File: src/rtl/sram_port_arbiter.sv
// Two-requester round-robin front-end for a single-port 256x4 SRAM macro.
// Commands and read responses are fully pipelined; reads return 2 clocks after acceptance.
module sram_port_arbiter #(
    parameter int AW = 8,
    parameter int DW = 4
) (
    input  logic          clk,
    input  logic          rst_n,
    input  logic          a_valid,
    output logic          a_ready,
    input  logic          a_we,
    input  logic [AW-1:0] a_addr,
    input  logic [DW-1:0] a_wdata,
    output logic          a_rvalid,
    output logic [DW-1:0] a_rdata,
    input  logic          b_valid,
    output logic          b_ready,
    input  logic          b_we,
    input  logic [AW-1:0] b_addr,
    input  logic [DW-1:0] b_wdata,
    output logic          b_rvalid,
    output logic [DW-1:0] b_rdata,
    output logic          mem_cs,
    output logic          mem_write,
    output logic          mem_read,
    output logic [AW-1:0] mem_addr,
    output logic [DW-1:0] mem_wdata,
    input  logic [DW-1:0] mem_rdata
);

    logic          w_grant_a;
    logic          w_grant_b;
    logic          w_any_grant;
    logic          w_sel_we;
    logic [AW-1:0] w_sel_addr;
    logic [DW-1:0] w_sel_wdata;

    logic          r_prio_b;
    logic          r_mem_cs;
    logic          r_mem_write;
    logic          r_mem_read;
    logic [AW-1:0] r_mem_addr;
    logic [DW-1:0] r_mem_wdata;
    logic          r_tag_vld_p0;
    logic          r_tag_port_p0;
    logic          r_tag_vld_p1;
    logic          r_tag_port_p1;
    logic          r_a_rvalid;
    logic [DW-1:0] r_a_rdata;
    logic          r_b_rvalid;
    logic [DW-1:0] r_b_rdata;

    // r_prio_b names the port that wins a tie; a lone requester always wins
    always_comb begin
        w_grant_a   = a_valid & (~b_valid | ~r_prio_b);
        w_grant_b   = b_valid & ~w_grant_a;
        w_any_grant = w_grant_a | w_grant_b;
        w_sel_we    = w_grant_b ? b_we    : a_we;
        w_sel_addr  = w_grant_b ? b_addr  : a_addr;
        w_sel_wdata = w_grant_b ? b_wdata : a_wdata;
    end

    assign a_ready = w_grant_a;
    assign b_ready = w_grant_b;

    always_ff @(posedge clk or negedge rst_n) begin
        if (!rst_n) begin
            r_prio_b <= 1'b0;
        end else if (w_grant_a) begin
            r_prio_b <= 1'b1;
        end else if (w_grant_b) begin
            r_prio_b <= 1'b0;
        end
    end

    // Stage p0: registered SRAM command plus the tag of the read just issued
    always_ff @(posedge clk or negedge rst_n) begin
        if (!rst_n) begin
            r_mem_cs      <= 1'b0;
            r_mem_write   <= 1'b0;
            r_mem_read    <= 1'b0;
            r_mem_addr    <= '0;
            r_mem_wdata   <= '0;
            r_tag_vld_p0  <= 1'b0;
            r_tag_port_p0 <= 1'b0;
        end else if (w_any_grant) begin
            r_mem_cs      <= 1'b1;
            r_mem_write   <= w_sel_we;
            r_mem_read    <= ~w_sel_we;
            r_mem_addr    <= w_sel_addr;
            r_mem_wdata   <= w_sel_we ? w_sel_wdata : '0;
            r_tag_vld_p0  <= ~w_sel_we;
            r_tag_port_p0 <= w_grant_b;
        end else begin
            r_mem_cs      <= 1'b0;
            r_mem_write   <= 1'b0;
            r_mem_read    <= 1'b0;
            r_tag_vld_p0  <= 1'b0;
        end
    end

    // Stage p1: tag waits while the SRAM performs the access
    always_ff @(posedge clk or negedge rst_n) begin
        if (!rst_n) begin
            r_tag_vld_p1  <= 1'b0;
            r_tag_port_p1 <= 1'b0;
        end else begin
            r_tag_vld_p1  <= r_tag_vld_p0;
            r_tag_port_p1 <= r_tag_port_p0;
        end
    end

    // Response stage: steer SRAM output to the tagged port; the other port holds
    always_ff @(posedge clk or negedge rst_n) begin
        if (!rst_n) begin
            r_a_rvalid <= 1'b0;
            r_a_rdata  <= '0;
            r_b_rvalid <= 1'b0;
            r_b_rdata  <= '0;
        end else begin
            r_a_rvalid <= r_tag_vld_p1 & ~r_tag_port_p1;
            r_b_rvalid <= r_tag_vld_p1 & r_tag_port_p1;
            if (r_tag_vld_p1 && !r_tag_port_p1) begin
                r_a_rdata <= mem_rdata;
            end
            if (r_tag_vld_p1 && r_tag_port_p1) begin
                r_b_rdata <= mem_rdata;
            end
        end
    end

    assign mem_cs    = r_mem_cs;
    assign mem_write = r_mem_write;
    assign mem_read  = r_mem_read;
    assign mem_addr  = r_mem_addr;
    assign mem_wdata = r_mem_wdata;
    assign a_rvalid  = r_a_rvalid;
    assign a_rdata   = r_a_rdata;
    assign b_rvalid  = r_b_rvalid;
    assign b_rdata   = r_b_rdata;

endmodule

File: config.mk
export PLATFORM = sky130hd
export DESIGN_NAME = sram_port_arbiter
export DESIGN_NICKNAME = d
export VERILOG_FILES = /design/src/rtl/sram_port_arbiter.sv
export SDC_FILE = /design/constraint.sdc
export NUM_CORES = 1
export LEC_CHECK = 0
export ABC_AREA = 1
export CORE_MARGIN = 4
export CORE_UTILIZATION = 35
export CTS_BUF_LIST = sky130_fd_sc_hd__clkbuf_8
export DETAILED_ROUTE_END_ITERATION = 16
export GPL_ROUTABILITY_DRIVEN = 0
export PLACE_DENSITY = 0.69
export SETUP_SLACK_MARGIN = 0.15
export SLEW_MARGIN = 20
export SYNTH_ARGS = -nofsm -noshare
export SYNTH_HDL_FRONTEND = slang
export SYNTH_SLANG_ARGS = --single-unit
File: constraint.sdc
create_clock -name clk -period 2 [get_ports clk]
set_input_delay 0.3 -clock clk [delete_from_list [all_inputs] [get_ports clk]]
set_output_delay 0.3 -clock clk [all_outputs]
set_load 0.005 [all_outputs]
==> results.txt, run 1 <==
- The run finished with clean final reports.
- Final setup fails: 0
- Antenna diode instance count: 0
* Hold Crit Depth: 0
- For this run, design rule violations remaining after detail routing come to 0.
* Die Ht: 66.3 µm
- Commonest cells after routing, fill and taps aside: 58 x sky130_fd_sc_hd__clkdlybuf4s50_1, 52 x sky130_fd_sc_hd__nand2_1, 29 x sky130_fd_sc_hd__dfrtp_1
- On the final layout, the worst hold slack is 0.384 ns.
- Number of antenna violations at the first check in global routing: 0
* Critical path type: flip-flop to output port
- For this design the ratio of total power to cell area is 809 nW/µm².
* Port buffer count: 60
- Of all nets on the critical path, the largest fanout is 3.
- Worst EP arrival: 1.41 ns
- Row cnt: 20
- Headroom to the max-slew limit came out at 76.2%.
- The die covers 4400 µm².
- Average instance area after synthesis: 9.23 µm²
- 1st-iter DRT viols: 48
- Net Switching: 0.000389 W
- The clock tree synthesis step divided the H-tree into 2 levels.
* Drt pass-1 iters: 4
- Required time of the critical path: 1.70 ns
* Wire length of the first global-routing pass: 5110 µm
- Number of distinct library cell variants in the gate-level netlist after synthesis: 14
* Nature of the critical path startpoint: flip-flop
* Achievable clock frequency: 0.584 GHz
* Class of the tightest hold or removal check: flip-flop to flip-flop
- Combinational logic burns 23.5% of the power.
- The die is 66.3 µm wide.
- Detailed Place HPWL: 2390 µm
- Number of nets in the layout: 235
* Area inside the core boundary: 3150 µm²
* Final WL: 3020 µm
- Seq. cell area: 726 µm²
* Number of buffers created by CTS: 5
* Critical path endpoint: a_ready
* Vias after detailed routing: 1087
* Logic depth of the worst register-to-register path: 7
- Clock latency on the worst-skew pair, taken at its later pin, is 0.27 ns.
- During synthesis, Yosys emitted a total of 0 warnings.
- Pin placement for this block handled 61 I/O pins.
* Clock tree from TritonCTS: yes
* Worst setup startpoint: r_prio_b
* Aggregate negative setup slack: 0 ns
- Post-synthesis register bit count: 29
* Initial core utilization: 37.8%
- Pin count of the biggest net entering global routing: 30
- Vias per Instance: 4.42
* Capturing element type of the critical path: output port
- The clock passes through at most 2 buffers.
* Share of the yosys chip area belonging to registers: 60.9%
- Cells after Synth: 129
* Share of cells above drive strength 1: 11.9%
- Across the run, the number of max-cap violations was 0.
- CTS sink cnt: 29
* Number of global-route vias before repair: 1126
- Area occupied by multi-input gates: 402 µm²
- Post-CTS setup buffers: 0
- Net switching is 24.3% of the power.
- The mapped netlist covers 1190 µm².
- Registers are responsible for 44.4% of the overall power.
* Hold Violations, Final: 0
- The count of final max-slew check failures is 0.
- Worst reg2reg setup slack: 0.87 ns
* RSZ-0062 raised after global routing: false
- After layout, the minimum clock period comes to 1.71 ns.
- The number of nets handed over by synthesis was 163.
* Wire length per cell after detailed routing: 12.3 µm
* Capturing point of the worst reg2reg path: mem_wdata[2]
- Leaving out fill and tap cells, the most frequent cell in the layout is sky130_fd_sc_hd__clkdlybuf4s50_1.
- The startpoint identified for the worst register-to-register timing path is r_prio_b.
* Slew at the pin closest to its max-slew limit: 0.357 ns
- The internal power of the cells totals 0.00121 W.
* Remaining global-route overflow: 0
- Area added between synthesis and finish: 66.2%
- Filler cells: 285
* Remaining antenna violation count after routing: 0
* Combined global-route utilization of all metal layers: 15.7%
- Worst vdd rail ir drop: 0.396 mV
* Share of total power in the clock network: 32.1%
- Clock-pin slew on the worst setup and hold paths: 0.06 ns
- Hold-fix buffers, CTS: 0
* Root cell of the clock tree: sky130_fd_sc_hd__clkbuf_8
- For this design the static power due to leakage is 0.951 nW.
- The worst path uses 85.6% of the clock period.
* Final Skew: 0.00390 ns
-- flip-flops by register name, indices dropped and copies added (netlist names), 4 cells and up --
name and flops:
b_rdata 4, a_rdata 4, mem_wdata 4, mem_addr 8
-- synth_stat cells --
cell type | count | area (µm²)
sky130_fd_sc_hd__nand3_2 | 1 | 10.0
sky130_fd_sc_hd__nor2_4 | 1 | 11.3
sky130_fd_sc_hd__o21ai_4 | 1 | 16.3
sky130_fd_sc_hd__nor2_1 | 4 | 15.0
sky130_fd_sc_hd__inv_2 | 3 | 11.3
sky130_fd_sc_hd__nand2_4 | 2 | 22.5
sky130_fd_sc_hd__dfrtp_1 | 29 | 726
sky130_fd_sc_hd__nand2_1 | 52 | 195
sky130_fd_sc_hd__buf_6 | 2 | 22.5
sky130_fd_sc_hd__nand2_2 | 1 | 6.26
sky130_fd_sc_hd__nand3_1 | 16 | 80.1
sky130_fd_sc_hd__inv_1 | 8 | 30.0
sky130_fd_sc_hd__o21ai_0 | 8 | 40.0
sky130_fd_sc_hd__a21oi_1 | 1 | 5.00
-- metrics by stage --
step / area (µm²) / cells / total power (W) / worst slack, ns / util (%)
floorplan: 1190 / 129 / 0.000831 / 0.968 / -
global placement: 1880 / 238 / 0.00110 / 0.147 / 59.5
detailed placement: 1880 / 238 / 0.00110 / 0.130 / 59.5
CTS: 1980 / 246 / 0.00163 / 0.167 / 62.7
global route: 1980 / 246 / 0.00171 / 0.213 / 62.8
finish: 1980 / 246 / 0.00160 / 0.288 / 62.8
-- worst min path at each step --
stage                   from            end  slack [ns]
4_1_cts         r_tag_vld_p0   r_tag_vld_p1        0.38
3_5_place_dp    r_tag_vld_p0   r_tag_vld_p1        0.37
2_1_floorplan          rst_n     a_rdata[0]       0.004
5_1_grt        r_tag_port_p0  r_tag_port_p1        0.39
6_report       r_tag_port_p0  r_tag_port_p1        0.38
3_3_place_gp   r_tag_port_p0  r_tag_port_p1        0.36
-- power by group through the flow --
stage                     combinational [W]  clock [W]  sequential, W
after CTS                          0.000383   0.000533       0.000712
after detailed placement           0.000383          0       0.000721
after global placement             0.000379          0       0.000719
final                              0.000376   0.000515       0.000712
after global routing               0.000417   0.000565       0.000723
after floorplan                    0.000107          0       0.000725
-- area by class of cell --
| type | instances | area share (%) |
|---|---|---|
| flip-flops and latches | 29 | 36.7 |
| multi-input cells | 87 | 20.3 |
| repair buffers | 67 | 33.1 |
| clock buffers | 7 | 4.87 |
| inverters | 11 | 2.09 |
| clock inverters | 1 | 0.253 |
| well taps | 44 | 2.78 |
-- kinds of logic (layout without fill, tap and decap cells) --
group	after synthesis	after routing	share of synthesized area, %
flops	29	29	60.9
compound gates	10	10	5.15
buf+inv	13	86	5.36
simple gates	77	77	28.6
-- timing repair --
item,in CTS,in global routing
pin swaps,0,0
endpoints found under the setup margin,1,2
resized for setup,1,1
-- metal layers --
metal / track usage [%] / up-vias / share of wire (%)
met5: 0 / - / 0
met4: 5.33 / 0 / 0.43
met3: 8.67 / 2 / 9.5
met2: 24.7 / 47 / 47
met1: 18.0 / 492 / 43
li1: - / 546 / -
-- worst max-delay path: stages, from the launching register on --
cell and delay [ns]:
sky130_fd_sc_hd__dfrtp_1 0.43, sky130_fd_sc_hd__nand2_1 0.09, sky130_fd_sc_hd__nand2_2 0.05, sky130_fd_sc_hd__inv_2 0.06, sky130_fd_sc_hd__clkdlybuf4s50_1 0.50
Note: power is estimated with default switching activity, not from simulation.
==> inputs of run 2 (changes only) <==
Settings changed: CORE_MARGIN 4 to not set, HOLD_SLACK_MARGIN set to 0.12.
==> results.txt, run 2 (same netlist as run 1, synthesis figures left out) <==
- The maximum number of pins on one net before global-route repair was 30 (unchanged).
* Count of buffering cells on the critical path with inverters included: 2 (unchanged)
- Cell breakdown of the critical path: nand2_1 -> nand2_2 -> inv_2 -> clkdlybuf4s50_1
- The fraction of layout instances using a drive strength above 1 is 11.4% (-0.50 points).
* Remaining global-route overflow: 0 (unchanged)
* Maximum fanout encountered on the critical timing path: 3 (unchanged)
- H-tree depth reported by CTS: 2 (unchanged)
- The area growth from synthesis to layout is 64.6%.
- The number of cell instances on the worst register-to-register path is 7 (unchanged).
- Worst vdd rail ir drop: 0.383 mV (-3.4%)
- 1st-iter DRT viols: 30 (-38%)
- The final wirelength came to 2790 µm (-7.6%).
- Slew at the pin closest to its max-slew limit: 0.352 ns (-0.00462 ns)
- Hold Violations, Final: 0 (unchanged)
- The cell depth of the worst hold path came to 0 (unchanged).
- Number of global-route vias before repair: 1125 (-0.089%)
- The global-route wire length before repair was 4650 µm (-8.9%).
- The min-delay analysis places its worst path in the category flip-flop to flip-flop.
- The final sum of negative setup slack is 0 ns (unchanged).
- Wire length per cell after detailed routing: 11.3 µm (-7.6%)
- The critical path data required time was 1.70 ns (about the same).
- The worst-case headroom to the max-slew limit came to 76.5% (+0.31 points).
* Remaining antenna violation count after routing: 0 (unchanged)
- Kind of cell with the highest combined delay on the critical path: buffers and inverters
* Maximum buffer depth of the clock tree: 2 (unchanged)
- The number of buffers added by the clock tree synthesis step was 5 (unchanged).
- Power Total: 0.00153 W (-4.8%)
- The flip-flop count of the largest register, all copies and words added is 8 (unchanged).
* Number of antenna violations at the first check in global routing: 0 (unchanged)
* CTS sink cnt: 29 (unchanged)
- The first-pass detailed-route iteration total came to 4 (unchanged).
- The later-pin clock latency in the skew report was 0.27 ns (about the same).
* Hold path endpoint: r_tag_port_p1
- Count of unresolved DRC violations after routing: 0 (unchanged)
- The leakage power total came to 0.946 nW (-0.54%).
* Achievable clock frequency: 0.589 GHz (+0.78%)
- The final antenna diode count came to 0 (unchanged).
- Hold-fix buffers, CTS: 0 (unchanged)
- Cts repair resizes: 1 (unchanged)
* Row cnt: 20 (unchanged)
- Max-cap check violation count: 0 (unchanged)
- Capturing element type of the critical path: output port
* Combined global-route utilization of all metal layers: 17.8% (+2.1 points)
- Tracing the worst setup path back leads to its startpoint at r_prio_b.
- Final setup fails: 0 (unchanged)
- The post-DP HPWL is 2210 µm (-7.5%).
- The final cycle utilization of the critical path came to 84.9% (-0.66 points).
- Clock-pin slew on the worst setup and hold paths: 0.06 ns (about the same)
* Worst path max stage delay: 0.50 ns (about the same)
* Critical path type: flip-flop to output port
- Port buffer count: 60 (unchanged)
- The die footprint is 3640 µm² (-17%).
- The flow ran to the end, and the final reports show no timing, DRC or antenna violations.
- The worst hold path begins at r_tag_port_p0.
* Die Ht: 60.3 µm (-9.0%)
* Slew Limit Fails: 0 (unchanged)
- Worst reg2reg setup slack: 0.89 ns (+0.02 ns)
* Commonest cells after routing, fill and taps aside: 58 x sky130_fd_sc_hd__clkdlybuf4s50_1, 52 x sky130_fd_sc_hd__nand2_1, 29 x sky130_fd_sc_hd__dfrtp_1
- The die width is 60.3 µm (-9.0%).
- Slowest library cell on the worst path: sky130_fd_sc_hd__clkdlybuf4s50_1
- In this run the critical register-to-register path is captured at mem_wdata[3].
- The startpoint identified for the worst register-to-register timing path is r_prio_b.
- STA classifies the critical path startpoint as a flip-flop.
* Vias per Instance: 4.52 (+2.3%)
- The number of post-CTS setup repair buffers is 0 (unchanged).
- The power per cell area was 778 nW/µm² (-3.9%).
- Clock tree from TritonCTS: yes
* Vias after detailed routing: 1112 (+2.3%)
- The area inside the core boundary is 3130 µm² (-0.79%).
- The number of nets in the layout is 235 (unchanged).
* Final Skew: 0.00319 ns (-0.000706 ns)
* Crit path time final: 1.70 ns (-0.0133 ns)
- Setup repair after global routing left no endpoint under its margin.
- Leaving out fill and tap cells, the most frequent cell in the layout is sky130_fd_sc_hd__clkdlybuf4s50_1.
* Worst EP arrival: 1.40 ns (about the same)
- The starting density of the core is 38.1% (+0.30 points).
- The root buffer cell chosen for the clock tree is sky130_fd_sc_hd__clkbuf_8.
- The I/O pin count came to 61 (unchanged).
==> run 2: layer usage <==
layer / up-vias / wire length (µm) / track usage [%]
met5: - / 0 / 0
met4: 0 / 68 / 9.30
met3: 8 / 314 / 8.96
met2: 61 / 1320 / 28.9
met1: 498 / 1080 / 19.1
li1: 545 / - / -
==> run 2: cell type report <==
| class | count | area (µm²) |
|---|---|---|
| Clock inverter | 3 | 13.8 |
| Inverter | 11 | 41.3 |
| Timing Repair Buffer | 67 | 654 |
| Tap cell | 44 | 55.1 |
| Sequential cell | 29 | 726 |
| Fill cell | 263 | 1170 |
| Multi-Input combinational cell | 87 | 402 |
| Clock buffer | 5 | 68.8 |
==> run 2: report_power, final <==
group	switching, W	internal [W]	total, W	leakage, nW
combinational	0.000140	0.000234	0.000374	0.540
sequential	0.0000472	0.000668	0.000716	0.357
clock	0.000200	0.000235	0.000435	0.0491
==> run 2: worst max path at each step <==
stage               to  cells past startpoint
6_report       a_ready                      4
5_1_grt        a_ready                      4
4_1_cts        a_ready                      5
3_5_place_dp   b_ready                      5
3_3_place_gp   b_ready                      5
2_1_floorplan  b_ready                      2
==> run 2: stage by stage <==
step | instances | util (%) | setup slack, ns | area (µm²) | hold slack [ns]
6_report | 246 | 62.7 | 0.301 | 1960 | 0.376
3_5_place_dp | 238 | 60.0 | 0.120 | 1880 | 0.365
4_1_cts | 246 | 62.6 | 0.173 | 1960 | 0.378
5_1_grt | 246 | 62.7 | 0.213 | 1960 | 0.392
3_3_place_gp | 238 | 60.0 | 0.132 | 1880 | 0.365
2_1_floorplan | 129 | - | 0.968 | 1190 | 0.00441
==> inputs of run 3 (changes only) <==
Clock period 2 ns to 1.77 ns, I/O delays scaled along.
==> results.txt, run 3 (same netlist as run 1, synthesis figures left out) <==
- Switching part of the total power: 25.6% (+0.15 points)
- The delay of the slowest cell on the worst path was 0.53 ns (+0.03 ns).
- Post-route insts no fill: 247 (+0.41%)
- Most common cell after layout, fill and taps aside: sky130_fd_sc_hd__clkdlybuf4s50_1
* Initial core utilization: 38.1% (unchanged)
- The routed design could run at a clock period as short as 1.43 ns.
- The library cells used most frequently in the layout, excluding fill and tap cells, are 56 x sky130_fd_sc_hd__clkdlybuf4s50_1, 52 x sky130_fd_sc_hd__nand2_1, 29 x sky130_fd_sc_hd__dfrtp_1.
* Number of antenna violations at the first check in global routing: 0 (unchanged)
- Worst reg2reg setup slack: 0.65 ns (-0.24 ns)
* Fraction of the cycle the final worst path needs: 80.6%
- The fraction of power consumed by the clock network was 28.6% (about the same).
* Combined global-route utilization of all metal layers: 18.5% (+0.66 points)
- The final sum of negative setup slack is 0 ns (unchanged).
* Final WL: 2870 µm (+2.9%)
* Pwr dens: 876 nW/µm² (+13%)
- Remaining global-route overflow: 0 (unchanged)
- Cell breakdown of the critical path: clkdlybuf4s50_1
- CTS sink cnt: 29 (unchanged)
- Area inside the core boundary: 3130 µm² (unchanged)
* Number of global-route vias before repair: 1135 (+0.89%)
- Run status: complete, no violations
- Count of unresolved DRC violations after routing: 0 (unchanged)
- The internal power summed over all cells was 0.00128 W (+13%).
- Vias per Instance: 4.44 (-1.8%)
- Antenna diode instance count: 0 (unchanged)
- The number of fill cells was 267 (+1.5%).
- Clock tree synthesis selected as its root buffer the cell sky130_fd_sc_hd__clkbuf_8.
- The max-capacitance violation count is 0 (unchanged).
- The die footprint was 3640 µm² (unchanged).
- Number of nets in the layout: 236 (+0.43%)
- Leak Pwr: 0.959 nW (+1.5%)
- The count of buffers from port buffering was 60 (unchanged).
- Share of cells above drive strength 1: 10.8% (-0.55 points)
* Net Switching: 0.000440 W (+13%)
- GRT busiest layer: met2
* Worst slew margin relative to its limit: 76.2% (-0.30 points)
- Remaining antenna violation count after routing: 0 (unchanged)
- GRT met3 Usage: 10.0% (+1.1 points)
* Floorplan die width: 60.3 µm (unchanged)
- Hold-fix buffers, CTS: 0 (unchanged)
* Fraction of power consumed by combinational cells: 24.6% (about the same)
- The global routing usage on met2 came to 31.1% (+2.2 points).
- The worst hold slack is 0.367 ns (-0.00831 ns).
- The min-delay analysis places its worst path in the category input pin to asynchronous set/reset pin.
- I/O pin total: 61 (unchanged)
* Max FFs per register: 8 (unchanged)
- Maximum buffer depth of the clock tree: 2 (unchanged)
- STA classifies the critical path startpoint as a flip-flop.
- Slew Limit Fails: 0 (unchanged)
- Area occupied by multi-input gates: 402 µm² (unchanged)
- The detailed-route wire length per cell is 11.6 µm (+2.5%).
- The maximum number of pins on one net before global-route repair is 30 (unchanged).
- Area added between synthesis and finish: 64.8%
- The sum of buffers and inverters on the critical path came to 1 (-1).
- Critical path type: flip-flop to output port
- 1st-iter DRT viols: 40 (+33%)
- Achievable clock frequency: 0.701 GHz
* Maximum fanout encountered on the critical timing path: 2 (-1)
* Clock Latency Late Sink: 0.27 ns (about the same)
- The critical path data required time came to 1.50 ns (-0.20 ns).
- Cells after DPL: 239 (+0.42%)
- Setup repair after global routing left no endpoint under its margin.
- The standard-cell row count was 20 (unchanged).
- Capturing element type of the critical path: output port
* Slowest library cell on the worst path: sky130_fd_sc_hd__clkdlybuf4s50_1
- In this design, the largest share of critical-path delay is due to buffers and inverters.
- Post-CTS setup buffers: 0 (unchanged)
- The clock-pin slew on the worst setup and hold paths was 0.06 ns (about the same).
* Power Total: 0.00172 W (+13%)
- Vias after detailed routing: 1096 (-1.4%)
* Clock tree from TritonCTS: yes
* Die Ht: 60.3 µm (unchanged)
- Drt pass-1 iters: 5 (+1)
- Slew at the pin closest to its max-slew limit: 0.356 ns (+0.00451 ns)
- Detailed Place HPWL: 2230 µm (+1.2%)
- The total setup violations reported at the end of the flow came to 0 (unchanged).
- Hold Violations, Final: 0 (unchanged)
- The number of H-tree levels is 2 (unchanged).
- The sequential cell area in the final layout came to 726 µm² (unchanged).
- Fraction of power consumed by sequential logic: 46.8% (about the same)
* Final Skew: 0.00325 ns (+0.0000596 ns)
* Worst vdd rail ir drop: 0.438 mV (+14%)
- The global-route wire length before repair is 4730 µm (+1.8%).
* Global routing met1 resource utilization: 19.2% (+0.085 points)
- The worst path arrival time was 1.16 ns (-0.24 ns).
- Number of buffers created by CTS: 5 (unchanged)
==> run 3: cell count changes in the layout (fill, tap and decap cells not counted) <==
cell	change
sky130_fd_sc_hd__inv_1	+2
sky130_fd_sc_hd__clkdlybuf4s50_1	-2
sky130_fd_sc_hd__dlygate4sd2_1	+2
sky130_fd_sc_hd__buf_4	+1
sky130_fd_sc_hd__clkinv_2	-2
==> run 3: through the flow <==
step                      area, µm²  util [%]  setup WS [ns]
after global routing           1960      62.8          0.286
final                          1960      62.8          0.344
after CTS                      1960      62.7          0.108
after detailed placement       1880      60.2        0.00340
after global placement         1880      60.2         0.0284
after floorplan                1190         -          0.773
==> run 3: final timing paths <==
kind / start / endpoint / depth (start not counted)
worst min-delay path: rst_n / mem_wdata[2] / 2
max in group asynchronous: rst_n / mem_addr[2] / 2
worst min register to register: r_tag_port_p0 / r_tag_port_p1 / 0
min in group clk: r_tag_port_p0 / r_tag_port_p1 / 0
worst max register to register: r_prio_b / mem_wdata[3] / 7
worst max-delay path: mem_addr[0] / mem_addr[0] / 1
==> run 3: area by class of cell <==
cell class,instances,area share [%]
timing repair buffer,68,33.6
inverter,11,2.10
clock buffer,5,3.51
multi-input combinational,87,20.5
clock inverter,3,0.574
tap,44,2.80
sequential,29,37.0
==> run 3: timing repair <==
action / in CTS / in global routing
endpoints found under the hold margin: 0 / 0
gates resized for setup: 3 / 1
cloned: 0 / 0
pin swaps: 1 / 1
setup endpoints to repair: 2 / 1
==> run 3: power by group through the flow <==
| stage | clock network, W | logic, W | registers [W] |
|---|---|---|---|
| finish | 0.000492 | 0.000423 | 0.000805 |
| global route | 0.000541 | 0.000471 | 0.000814 |
| CTS | 0.000513 | 0.000429 | 0.000804 |
| detailed placement | 0 | 0.000431 | 0.000814 |
| global placement | 0 | 0.000425 | 0.000813 |
| floorplan | 0 | 0.000120 | 0.000819 |
==> run 3: routing by layer <==
layer	vias up	wire length [µm]
li1	549	-
met1	492	1120
met2	53	1410
met3	2	327
met4	0	15
met5	-	0
